File: src/rtl/fetch_controller_pkg.sv
// ============================================================================
// Module   : fetch_controller_pkg
// Brief    : Shared types, opcode constant and jump-target helpers for the
//            instruction fetch controller.
// Revision : 1.0 - initial release
// ============================================================================
`default_nettype none

package fetch_controller_pkg;

    typedef enum logic [1:0] {
        ST_IDLE  = 2'd0,
        ST_FETCH = 2'd1,
        ST_HALT  = 2'd2
    } state_t;

    localparam logic [5:0] OPC_J = 6'b000010;

    // J-type target: region bits come from the sequential pc, not the jump pc
    function automatic logic [31:0] jump_target(input logic [31:0] pc,
                                                input logic [31:0] instr);
        logic [31:0] pc_plus4;
        pc_plus4 = pc + 32'd4;
        return {pc_plus4[31:28], instr[25:0], 2'b00};
    endfunction

    function automatic logic is_self_jump(input logic [31:0] pc,
                                          input logic [31:0] instr);
        return (instr[31:26] == OPC_J) && (jump_target(pc, instr) == pc);
    endfunction

endpackage

`default_nettype wire

File: src/rtl/fetch_controller_if.sv
// ============================================================================
// Module   : fetch_controller_if
// Brief    : Instruction-memory, redirect and output handshake bundle of the
//            fetch controller (master = controller, slave = environment).
// Revision : 1.0 - initial release
// ============================================================================
`default_nettype none

interface fetch_controller_if;
    logic        enable;
    logic [31:0] imem_addr;
    logic [31:0] imem_instr;
    logic        redirect_valid;
    logic [31:0] redirect_pc;
    logic        out_valid;
    logic        out_ready;
    logic [31:0] out_instr;
    logic [31:0] out_pc;
    logic        misalign_err;
    logic        halted;

    modport master (
        input  enable, imem_instr, redirect_valid, redirect_pc, out_ready,
        output imem_addr, out_valid, out_instr, out_pc, misalign_err, halted
    );

    modport slave (
        output enable, imem_instr, redirect_valid, redirect_pc, out_ready,
        input  imem_addr, out_valid, out_instr, out_pc, misalign_err, halted
    );
endinterface

`default_nettype wire

File: src/rtl/fetch_buffer.sv
// ============================================================================
// Module   : fetch_buffer
// Brief    : Synchronous FIFO with single-cycle flush; DEPTH a power of two.
// Revision : 1.0 - initial release
// ============================================================================
`default_nettype none

module fetch_buffer #(
    parameter int DEPTH = 2,
    parameter int WIDTH = 64
) (
    input  wire logic             clk,
    input  wire logic             rst,
    input  wire logic             flush,
    input  wire logic             push,
    input  wire logic [WIDTH-1:0] push_data,
    input  wire logic             pop,
    output logic      [WIDTH-1:0] head,
    output logic                  full,
    output logic                  empty
);
    localparam int c_AW = $clog2(DEPTH);

    logic [WIDTH-1:0] r_mem [DEPTH];
    logic [c_AW-1:0]  r_rd;
    logic [c_AW-1:0]  r_wr;
    logic [c_AW:0]    r_count;
    logic             w_do_push;
    logic             w_do_pop;

    assign full      = (r_count == (c_AW + 1)'(DEPTH));
    assign empty     = (r_count == '0);
    assign head      = r_mem[r_rd];
    assign w_do_pop  = pop && !empty;
    assign w_do_push = push && (!full || w_do_pop);

    always_ff @(posedge clk) begin
        if (rst || flush) begin
            r_rd    <= '0;
            r_wr    <= '0;
            r_count <= '0;
        end else begin
            if (w_do_push) r_wr <= r_wr + 1'b1;
            if (w_do_pop)  r_rd <= r_rd + 1'b1;
            case ({w_do_push, w_do_pop})
                2'b10:   r_count <= r_count + 1'b1;
                2'b01:   r_count <= r_count - 1'b1;
                default: r_count <= r_count;
            endcase
        end
    end

    // Storage needs no reset: occupancy alone decides what is visible
    always_ff @(posedge clk) begin
        if (w_do_push && !flush) r_mem[r_wr] <= push_data;
    end

endmodule

`default_nettype wire

File: src/rtl/fetch_controller.sv
// ============================================================================
// Module   : fetch_controller
// Brief    : Sequential instruction fetch into a small buffer with redirect
//            flush; self-jump halt detection when HALT_DETECT_EN is defined.
// Revision : 1.0 - initial release
// ============================================================================
`default_nettype none

module fetch_controller
    import fetch_controller_pkg::*;
#(
    parameter logic [31:0] RESET_PC  = 32'h0000_0000,
    parameter int          BUF_DEPTH = 2
) (
    input  wire logic          clk,
    input  wire logic          rst,
    fetch_controller_if.master bus
);
    state_t      r_state;
    state_t      w_state_nxt;
    logic [31:0] r_pc;
    logic [31:0] w_pc_nxt;
    logic        r_misalign;
    logic        w_push;
    logic        w_pop;
    logic        w_full;
    logic        w_empty;
    logic        w_slot_free;
    logic        w_halt_hit;
    logic [63:0] w_head;

    assign w_pop       = !w_empty && bus.out_ready;
    assign w_slot_free = !w_full || w_pop;

`ifdef HALT_DETECT_EN
    assign w_halt_hit = is_self_jump(r_pc, bus.imem_instr);
    assign bus.halted = (r_state == ST_HALT);
`else
    assign w_halt_hit = 1'b0;
    assign bus.halted = 1'b0;
`endif

    always_comb begin
        w_state_nxt = r_state;
        w_pc_nxt    = r_pc;
        w_push      = 1'b0;
        case (r_state)
            ST_IDLE: begin
                if (bus.enable) w_state_nxt = ST_FETCH;
            end
            ST_FETCH: begin
                if (!bus.enable) w_state_nxt = ST_IDLE;
                if (w_slot_free) begin
                    w_push = 1'b1;
                    // A self-jump is kept in the buffer but pc is frozen on it
                    if (w_halt_hit) w_state_nxt = ST_HALT;
                    else            w_pc_nxt    = r_pc + 32'd4;
                end
            end
            ST_HALT: begin
                w_state_nxt = ST_HALT;
            end
            default: w_state_nxt = ST_IDLE;
        endcase
        if (bus.redirect_valid) begin
            w_push      = 1'b0;
            w_pc_nxt    = {bus.redirect_pc[31:2], 2'b00};
            w_state_nxt = bus.enable ? ST_FETCH : ST_IDLE;
        end
    end

    always_ff @(posedge clk) begin
        if (rst) begin
            r_state    <= ST_IDLE;
            r_pc       <= RESET_PC;
            r_misalign <= 1'b0;
        end else begin
            r_state    <= w_state_nxt;
            r_pc       <= w_pc_nxt;
            r_misalign <= bus.redirect_valid && (bus.redirect_pc[1:0] != 2'b00);
        end
    end

    fetch_buffer #(
        .DEPTH (BUF_DEPTH),
        .WIDTH (64)
    ) u_buffer (
        .clk       (clk),
        .rst       (rst),
        .flush     (bus.redirect_valid),
        .push      (w_push),
        .push_data ({bus.imem_instr, r_pc}),
        .pop       (w_pop),
        .head      (w_head),
        .full      (w_full),
        .empty     (w_empty)
    );

    assign bus.imem_addr    = r_pc;
    assign bus.out_valid    = !w_empty;
    assign bus.out_instr    = w_empty ? 32'h0 : w_head[63:32];
    assign bus.out_pc       = w_empty ? 32'h0 : w_head[31:0];
    assign bus.misalign_err = r_misalign;

endmodule

`default_nettype wire

File: src/flat_wrapper.sv
// flat-port wrapper written by rule: the top's interface ports become plain ports
module fetch_controller_flat import fetch_controller_pkg::*;
#(
    parameter logic [31:0] RESET_PC  = 32'h0000_0000,
    parameter int          BUF_DEPTH = 2
)
  (clk, rst, bus_enable, bus_imem_instr, bus_redirect_valid, bus_redirect_pc, bus_out_ready, bus_imem_addr, bus_out_valid, bus_out_instr, bus_out_pc, bus_misalign_err, bus_halted);
  fetch_controller_if bus_i ();
  input  wire logic clk;
  input  wire logic rst;
  input wire logic [$bits(bus_i.enable)-1:0] bus_enable;
  input wire logic [$bits(bus_i.imem_instr)-1:0] bus_imem_instr;
  input wire logic [$bits(bus_i.redirect_valid)-1:0] bus_redirect_valid;
  input wire logic [$bits(bus_i.redirect_pc)-1:0] bus_redirect_pc;
  input wire logic [$bits(bus_i.out_ready)-1:0] bus_out_ready;
  output wire logic [$bits(bus_i.imem_addr)-1:0] bus_imem_addr;
  output wire logic [$bits(bus_i.out_valid)-1:0] bus_out_valid;
  output wire logic [$bits(bus_i.out_instr)-1:0] bus_out_instr;
  output wire logic [$bits(bus_i.out_pc)-1:0] bus_out_pc;
  output wire logic [$bits(bus_i.misalign_err)-1:0] bus_misalign_err;
  output wire logic [$bits(bus_i.halted)-1:0] bus_halted;
  assign bus_i.enable = bus_enable;
  assign bus_i.imem_instr = bus_imem_instr;
  assign bus_i.redirect_valid = bus_redirect_valid;
  assign bus_i.redirect_pc = bus_redirect_pc;
  assign bus_i.out_ready = bus_out_ready;
  assign bus_imem_addr = bus_i.imem_addr;
  assign bus_out_valid = bus_i.out_valid;
  assign bus_out_instr = bus_i.out_instr;
  assign bus_out_pc = bus_i.out_pc;
  assign bus_misalign_err = bus_i.misalign_err;
  assign bus_halted = bus_i.halted;
  fetch_controller #(.RESET_PC(RESET_PC), .BUF_DEPTH(BUF_DEPTH)) u_core (.clk(clk), .rst(rst), .bus(bus_i));
endmodule
File: config.mk
export PLATFORM = sky130hd
export DESIGN_NAME = fetch_controller_flat
export DESIGN_NICKNAME = d
export VERILOG_FILES = /design/src/rtl/fetch_controller_pkg.sv /design/src/rtl/fetch_controller_if.sv /design/src/rtl/fetch_buffer.sv /design/src/rtl/fetch_controller.sv /design/src/flat_wrapper.sv
export SDC_FILE = /design/constraint.sdc
export NUM_CORES = 1
export LEC_CHECK = 0
export BUFFER_PORTS_ARGS = -buffer_cell sky130_fd_sc_hd__buf_2
export CAP_MARGIN = 20
export CORE_MARGIN = 2
export CORE_UTILIZATION = 31
export CTS_CLUSTER_DIAMETER = 50
export DETAILED_ROUTE_END_ITERATION = 6
export GPL_ROUTABILITY_DRIVEN = 0
export PLACE_DENSITY = 0.49
export SLEW_MARGIN = 40
export SYNTH_ARGS = -nofsm -noshare
export SYNTH_HDL_FRONTEND = slang
export SYNTH_SLANG_ARGS = --single-unit
File: constraint.sdc
create_clock -name clk -period 11.8 [get_ports clk]
set_input_delay 1.77 -clock clk [delete_from_list [all_inputs] [get_ports clk]]
set_output_delay 1.77 -clock clk [all_outputs]
set_load 0.005 [all_outputs]
==> results of run 1 <==
power breakdown:
| part | total, uW | switching [uW] | internal [uW] |
|---|---|---|---|
| clock | 623 | 224 | 399 |
| combinational | 67.3 | 37.6 | 29.7 |
| sequential | 648 | 16.9 | 631 |
area by class of cell:
type | instances | area, um^2 | share of cell area, %
repair buffers | 167 | 886 | 10.4
clock inverters | 13 | 233 | 2.73
flip-flops and latches | 162 | 4490 | 52.7
multi-input cells | 315 | 2090 | 24.6
well taps | 275 | 344 | 4.04
inverters | 8 | 31.3 | 0.368
clock buffers | 19 | 433 | 5.09
worst max-delay path, stage by stage, from the launching register on:
cell and delay [ps]:
dfxtp_1 380, nor2_4 530, buf_4 500, nor2_1 130, buf_2 150
registers in the layout (all words and copies together), names as in the netlist, named ones only:
signal / flops
u_core.u_buffer.r_count: 2
u_core.u_buffer.r_wr: 1
u_core.r_state: 2
u_core.u_buffer.r_mem: 124
u_core.bus.misalign_err: 1
u_core.bus.imem_addr: 30
u_core.u_buffer.r_rd: 1
final timing paths:
| kind | to |
|---|---|
| worst min-delay path | u_core.r_state[1] |
| worst max-delay path | bus_out_pc[12] |
| worst min register to register | u_core.r_state[1] |
| worst max register to register | u_core.u_buffer.r_mem[0][8] |
through the flow:
step / area, um^2 / hold WS [ps] / utilization, % / instances
4_1_cts: 8510 / 448 / 40.2 / 959
6_report: 8510 / 449 / 40.2 / 959
5_1_grt: 8510 / 481 / 40.2 / 959
3_3_place_gp: 7780 / 427 / 36.8 / 924
2_1_floorplan: 6740 / 412 / - / 517
3_5_place_dp: 7840 / 433 / 37.1 / 927
layout by cell type (no fill, tap or decap), drive strengths merged, types with 2 or more instances in the layout:
cell      count
conb          5
clkinvlp      2
o21ai         9
nor3          4
or4           3
o31ai         2
a311oi        6
o21bai        4
and2          2
a31oi         5
nor2         95
ha            2
bufinv        6
a211oi       14
mux2i        64
clkbuf       19
and3          5
inv          10
nand4        12
or3          10
nand2        17
and4          4
xor2         11
edfxtp      124
clkinv        3
xnor2         9
dfxtp        38
nand3        15
a21oi         7
buf         167
nor3b         3
cells by family (layout without fill, tap and decap cells):
family | Yosys count | in the layout | synth area share [%]
simple gates | 175 | 175 | 13.1
flops | 162 | 162 | 66.7
mux | 64 | 64 | 9.52
compound gates | 49 | 49 | 5.00
buf+inv | 40 | 207 | 2.73
xor+xnor | 20 | 20 | 2.60
fa+ha+maj | 2 | 2 | 0.372
other cells | 1 | 5 | 0.0557
metal layers:
metal	vias to the layer above	GRT usage, %	share of wire, %
li1	2201	-	-
met1	2127	18.7	47
met2	125	22.6	46
met3	15	3.37	5.3
met4	0	4.67	1.4
met5	-	0	0
==> reports/results.txt, run 1 <==
vias in the first global route = 4455
Worst-Margin Slew = 721 ps
# nets final = 742
Die H = 151 um
initial core utilization = 31.8%
CTS tree = built
IR drop worst, VDD = 91.7 uV
Rel. slew slack = 51.8%
Worst setup startpoint = u_core.u_buffer.r_count[0]
Syn Area/Cell = 13.1 um^2
fin. max-slew vios = 0
Max Cap Viol = 0
Power, Total = 1340 uW
clk root buf = clkbuf_16
Mapped Area = 6730 um^2
Post-Place Setup Slack = 7440 ps
Synth area leaders = edfxtp_1 55%, dfxtp_1 11%, mux2i_1 9.5%
drt first pass iters = 4
final setup vio count = 0
element type at the critical path end = output port
largest net degree at the start of global routing = 55
Reg2Reg Setup Slack = 9180 ps
# DRC = 0
buffers from clock root to sink, at most = 2
PD cells = 157 nW/um^2
clk_lat worst skew = 420 ps
GR Overflow Total = 0
Clock Skew = 8.60 ps
CP max FO = 40
area leader, netlist = edfxtp_1
top-area cell type share of the netlist area = 55.3%
Setup Fix Bufs, Post-CTS = 0
Hold Startpoint = u_core.r_state[0]
first-pass GRT wire length = 24100 um
Antenna Nets Post-Route = 0
CTS clk-pin slew, worst paths = 60 ps
Resize count post-CTS = 0
number of hold buffers added after cts = 0
Synth top cells by count = 124 x edfxtp_1, 94 x nor2_1, 64 x mux2i_1, 38 x dfxtp_1, 24 x clkbuf_1
core area = 21200 um^2
final worst-path cycle share = 33.1%
port bufs = 162
Reg2Reg Depth = 5
CTS buffer count = 17
row count = 53
Ys Warns = 0
Final Hold Viols = 0
Hold WC Path Type = reg2reg
Most used DFF post-synth = edfxtp_1
Setup crit start kind = register
Seq/Total Area, Yosys = 66.7%
Die Area = 22900 um^2
IO Pins = 168
min Tclk post-route = 3900 ps
gr usage total = 14.1%
routed vias/inst = 4.66
min setup slack post-route = 7900 ps
CP Class = reg2out
Die Wd = 151 um
final setup TNS = 0 ps
Post-synth EDFFs = 124
Filler Cells Inserted = 2029
CP required = 10030 ps
Pleak = 0.00319 uW
detailed placement HPWL = 10900 um
CTS sink cnt = 162
count leader, synth = edfxtp_1
RSZ-0062 raised after global routing = false
drt initial violations = 278
synthesis-to-layout area growth = 26.5%
status = finished, final reports clean
# H-tree levels = 4
DR WL/cell = 16.4 um
Hold Path Stages = 1
crit path DAT = 2130 ps
launch point of the worst reg-to-reg path = u_core.u_buffer.r_count[0]
Vias = 4468
final wirelength = 15700 um
initial antenna violation count = 0
# diodes = 0
fmax = 256 MHz
post-synth cell types = 44
Mapped Cells = 513
Post-synth ARST share = 0%
share of layout cells above drive strength 1 = 30.7%
Synth Register Bits = 162
Power figures use the tool's default switching activity.
==> run 2: changes to the inputs <==
--- a/config.mk
+++ b/config.mk
@@ -5,6 +5,7 @@
 export SDC_FILE = /design/constraint.sdc
 export NUM_CORES = 1
 export LEC_CHECK = 0
+export ABC_AREA = 1
 export BUFFER_PORTS_ARGS = -buffer_cell sky130_fd_sc_hd__buf_2
 export CAP_MARGIN = 20
 export CORE_MARGIN = 2
==> constraint.sdc (replaced) <==
create_clock -name clk -period 3.6 [get_ports clk]
set_input_delay 0.54 -clock clk [delete_from_list [all_inputs] [get_ports clk]]
set_output_delay 0.54 -clock clk [all_outputs]
set_load 0.005 [all_outputs]
==> run 2 against run 1 <==
  * Register-to-register slack got worse by 7900 ps
  * Critical path depth increased by 1
  * Global-route usage increased by 1.5 points
  * Setup slack got worse by 6900 ps
  * Die area increased by 6.3%
  * Clock skew about the same
  * Sequential share of layout area decreased by 2.4 points
  * Core utilization decreased by 0.88 points
  * Count of clock-buffer cells in the layout decreased by 1
  * Flip-flop and latch count unchanged
  * Critical endpoint is now bus_out_instr[1]
  * Largest power group unchanged
  * Highest routed layer unchanged
==> reports/results.txt, run 2 <==
CP required = 3060 ps
# DRC = 0
Post-synth ARST share = 0%
Die H = 156 um
gr usage total = 15.6%
post-synth cell types = 33
Synth area leaders = edfxtp_1 52%, nand2_1 13%, dfxtp_1 11%
CP max FO = 40
commonest non-fill, non-tap cells in the layout = 244 x nand2_1, 162 x buf_2, 124 x edfxtp_1, 84 x a21oi_1, 65 x inv_1
final setup vio count = 0
# diodes = 0
Antenna Nets Post-Route = 0
Clock Skew = 8.31 ps
CTS tree = built
# nets final = 977
RSZ-0062 raised after global routing = false
port bufs = 162
Setup crit start kind = register
IO Pins = 168
Die Wd = 156 um
Pleak = 0.00364 uW
clk_lat worst skew = 420 ps
share of layout cells above drive strength 1 = 26.2%
initial core utilization = 31.6%
Mapped Area = 7160 um^2
Setup Fix Bufs, Post-CTS = 0
commonest non-fill, non-tap cell in the layout = nand2_1
Vias = 5511
initial antenna violation count = 0
drt first pass iters = 4
Worst-Margin Slew = 720 ps
min Tclk post-route = 2630 ps
final wirelength = 19000 um
Synth Register Bits = 162
fmax = 380 MHz
Hold WC Path Type = in2reg
CP Class = reg2out
fin. max-slew vios = 0
vias in the first global route = 5224
core area = 22600 um^2
clk root buf = clkbuf_16
IR drop worst, VDD = 267 uV
Biggest register = u_core.u_buffer.r_mem
CTS buffer count = 17
Syn Area/Cell = 9.59 um^2
max FFs per register = 124
top-area cell type share of the netlist area = 52.0%
drt initial violations = 371
detailed placement HPWL = 12900 um
DR WL/cell = 15.8 um
Mapped Cells = 747
# H-tree levels = 4
count leader, synth = nand2_1
area leader, netlist = edfxtp_1
buffers from clock root to sink, at most = 2
Most used DFF post-synth = edfxtp_1
crit path DAT = 2090 ps
final worst-path cycle share = 73.0%
Layout Utilization = 39.3%
Synth top cells by count = 244 x nand2_1, 124 x edfxtp_1, 84 x a21oi_1, 65 x inv_1, 40 x nand3_1
Rel. slew slack = 51.9%
Max Cap Viol = 0
largest net degree at the start of global routing = 63
Final Hold Viols = 0
PD cells = 468 nW/um^2
final setup TNS = 0 ps
Seq/Total Area, Yosys = 62.6%
Post-synth EDFFs = 124
Die Area = 24300 um^2
GR Overflow Total = 0
synthesis-to-layout area growth = 24.3%
first-pass GRT wire length = 28600 um
Resize count post-CTS = 0
Filler Cells Inserted = 2275
CTS sink cnt = 162
number of hold buffers added after cts = 0
routed vias/inst = 4.58
row count = 55
Ys Warns = 0
CTS clk-pin slew, worst paths = 60 ps
element type at the critical path end = output port
status = finished, final reports clean
-- run 2: cell count changes after synthesis, moves of 13 or more --
cell	previous run	this run
a211oi_1	14	1
inv_1	7	65
nor2_1	94	35
mux2i_1	64	0
nand3_1	13	40
nand2_1	17	244
a21oi_1	7	84
-- run 2: critical path: stages, from the launching register on --
cell and delay [ps]:
dfxtp_2 320, inv_2 520, buf_4 400, nand2_1 80, a21oi_1 190, buf_2 150
-- run 2: logic make-up (layout without fill, tap and decap cells) --
group                    count (synthesis)  count (layout)  synth area share [%]
buffers and inverters                  101             269                  5.90
other                                    1               5                0.0524
AND/OR/NAND/NOR                        346             346                  20.5
adder cells (fa/ha/maj)                  2               2                 0.349
XOR/XNOR                                 5               5                 0.611
AO/OA/AOI/OAI                          130             130                  9.99
flip-flops                             162             162                  62.6
-- run 2: path summary, 6_finish.rpt --
path                                                endpoint                        from  slack, ps  depth (start not counted)
worst max register to register  u_core.u_buffer.r_mem[1][50]  u_core.u_buffer.r_count[0]       1230                          7
worst min-delay path            u_core.u_buffer.r_mem[0][32]           bus_imem_instr[0]        310                          1
worst max-delay path                        bus_out_instr[1]                    register        970                          5
worst min register to register                      register        u_core.u_buffer.r_rd        450                          1
-- run 2: area by class of cell --
| type | instances | area, um^2 | area share (%) |
|---|---|---|---|
| Sequential cell | 162 | 4490 | 50.4 |
| Timing Repair Buffer | 171 | 936 | 10.5 |
| Multi-Input combinational cell | 488 | 2290 | 25.7 |
| Clock inverter | 14 | 161 | 1.81 |
| Clock buffer | 18 | 429 | 4.82 |
| Inverter | 66 | 248 | 2.78 |
| Tap cell | 285 | 357 | 4.00 |
-- run 2: per-layer routing --
layer  vias to the layer above  part of all wire [%]  track usage [%]  wire length, um
li1                       2797                     -                -                -
met2                       131                    47             24.9             8870
met5                         -                     0                0                0
met4                         0                  0.87             3.80              166
met1                      2567                    48             21.4             9110
met3                        16                   4.5             3.69              850
-- run 2: stage by stage --
step / total power, uW / std cells / cell area [um^2] / worst slack (ps) / hold slack, ps
2_1_floorplan: 2270 / 751 / 7180 / 559 / 426
3_3_place_gp: 2400 / 1171 / 8290 / 1060 / 440
3_5_place_dp: 2410 / 1172 / 8320 / 1010 / 441
4_1_cts: 4210 / 1204 / 8910 / 918 / 290
5_1_grt: 4320 / 1204 / 8910 / 765 / 288
6_report: 4170 / 1204 / 8910 / 972 / 306
-- run 2: report_power, final --
group	leakage, uW	total [uW]	internal, uW	switching [uW]
clock network	0.000283	1810	1090	722
logic	0.00189	245	96.6	148
registers	0.00146	2120	2060	55.9
==> run 3: changes to the inputs <==
==> constraint.sdc (replaced) <==
create_clock -name clk -period 2.7 [get_ports clk]
set_input_delay 0.405 -clock clk [delete_from_list [all_inputs] [get_ports clk]]
set_output_delay 0.405 -clock clk [all_outputs]
set_load 0.005 [all_outputs]
==> run 3 against run 2 <==
  * Flip-flop and latch count is the same
  * Hold slack lost 140 ps
  * Final area shrank 0.25%
  * Via count shrank 0.31%
  * Count of clock-buffer cells in the layout grew 5
  * Cell count is essentially flat
  * Critical path type unchanged
  * Critical endpoint is now bus_out_pc[19]
  * Highest routed layer unchanged
==> reports/results.txt, run 3 (synthesis gave the netlist of run 2 again) <==
gr usage total = 15.6%
CTS buffer count = 17
Die Wd = 156 um
clk_lat worst skew = 420 ps
drt initial violations = 313
IR drop worst, VDD = 343 uV
final setup TNS = 0 ps
Reg2Reg Setup Slack = 510 ps
Die Area = 24300 um^2
Hold WC Path Type = in2reg
IO Pins = 168
first-pass GRT wire length = 28700 um
Rel. slew slack = 54.0%
Die H = 156 um
Final Hold Viols = 0
core area = 22600 um^2
Setup crit start kind = register
crit path DAT = 1890 ps
Resize count post-CTS = 0
CP max FO = 62
DR WL/cell = 15.8 um
routed vias/inst = 4.56
fin. max-slew vios = 0
RR Endpoint = u_core.u_buffer.r_count[1]
Clock Skew = 9.69 ps
Antenna Nets Post-Route = 0
detailed placement HPWL = 12700 um
synthesis-to-layout area growth = 24.0%
Post-Place Setup Slack = 495 ps
GR Overflow Total = 0
Biggest register = u_core.u_buffer.r_mem
CTS tree = built
min Tclk post-route = 2300 ps
final instance area = 8880 um^2
PD cells = 624 nW/um^2
commonest non-fill, non-tap cells in the layout = 244 x nand2_1, 162 x buf_2, 124 x edfxtp_1, 84 x a21oi_1, 65 x inv_1
CTS clk-pin slew, worst paths = 60 ps
Vias = 5494
RSZ-0062 raised after global routing = false
final setup vio count = 0
element type at the critical path end = output port
buffers from clock root to sink, at most = 2
Hold Startpoint = bus_imem_instr[7]
Layout Utilization = 39.2%
final worst-path cycle share = 85.0%
commonest non-fill, non-tap cell in the layout = nand2_1
largest net degree at the start of global routing = 63
CTS sink cnt = 162
Filler Cells Inserted = 2312
number of hold buffers added after cts = 0
# H-tree levels = 4
initial antenna violation count = 0
multi-input logic area = 2290 um^2
Hold Path End = u_core.u_buffer.r_mem[1][39]
clk root buf = clkbuf_16
port bufs = 162
final wirelength = 19000 um
Setup Fix Bufs, Post-CTS = 0
# DRC = 0
drt first pass iters = 5
CP required = 2300 ps
vias in the first global route = 5170
Hold Path Stages = 1
CP Class = reg2out
# nets final = 978
row count = 55
# diodes = 0
initial core utilization = 31.6%
min setup slack post-route = 404 ps
Worst-Margin Slew = 690 ps
Placed Area = 8300 um^2
share of layout cells above drive strength 1 = 26.1%
Max Cap Viol = 0
WHS = 169 ps
status = finished, final reports clean
Reg2Reg Depth = 10
max FFs per register = 124
launch point of the worst reg-to-reg path = u_core.u_buffer.r_count[0]
Reg area = 4490 um^2
fmax = 436 MHz
Pleak = 0.00363 uW
==> run 3: layout make-up <==
class	count	share of cell area, %
sequential	162	50.5
timing repair buffer	172	10.4
tap	285	4.01
clock buffer	23	5.04
multi-input combinational	488	25.8
inverter	66	2.79
clock inverter	9	1.49
==> run 3: where the power goes <==
| part | switching [uW] | total (uW) | internal, uW | leakage (uW) |
|---|---|---|---|---|
| clock network | 950 | 2400 | 1450 | 0.000275 |
| registers | 73.4 | 2820 | 2750 | 0.00146 |
| logic | 194 | 322 | 128 | 0.00189 |
| total | 1220 | 5550 | 4330 | 0.00363 |
==> run 3: through the flow <==
step	power [uW]	cells
floorplan	3030	751
global placement	3200	1173
detailed placement	3200	1173
CTS	5600	1205
global route	5750	1205
finish	5550	1205
==> run 3: worst max-delay path, cell delays in order, from the launching register on <==
cell	delay, ps
dfxtp_2	330
buf_4	550
nand2_1	100
a21oi_1	300
buf_2	180
==> run 3: worst max path at each step <==
stage,endpoint,slack (ps),cells past startpoint
2_1_floorplan,u_core.u_buffer.r_mem[1][10],470,6
3_3_place_gp,u_core.u_buffer.r_mem[0][35],510,8
3_5_place_dp,u_core.u_buffer.r_mem[0][35],490,8
4_1_cts,bus_out_pc[11],380,4
5_1_grt,bus_out_pc[20],250,4
6_report,bus_out_pc[19],400,4
==> run 3: metal layers <==
layer / global-route usage [%] / routed length [um] / up-vias
met2: 24.4 / 8730 / 153
li1: - / - / 2800
met4: 5.11 / 310 / 0
met5: 0 / 0 / -
met3: 3.50 / 982 / 16
met1: 21.4 / 8980 / 2525
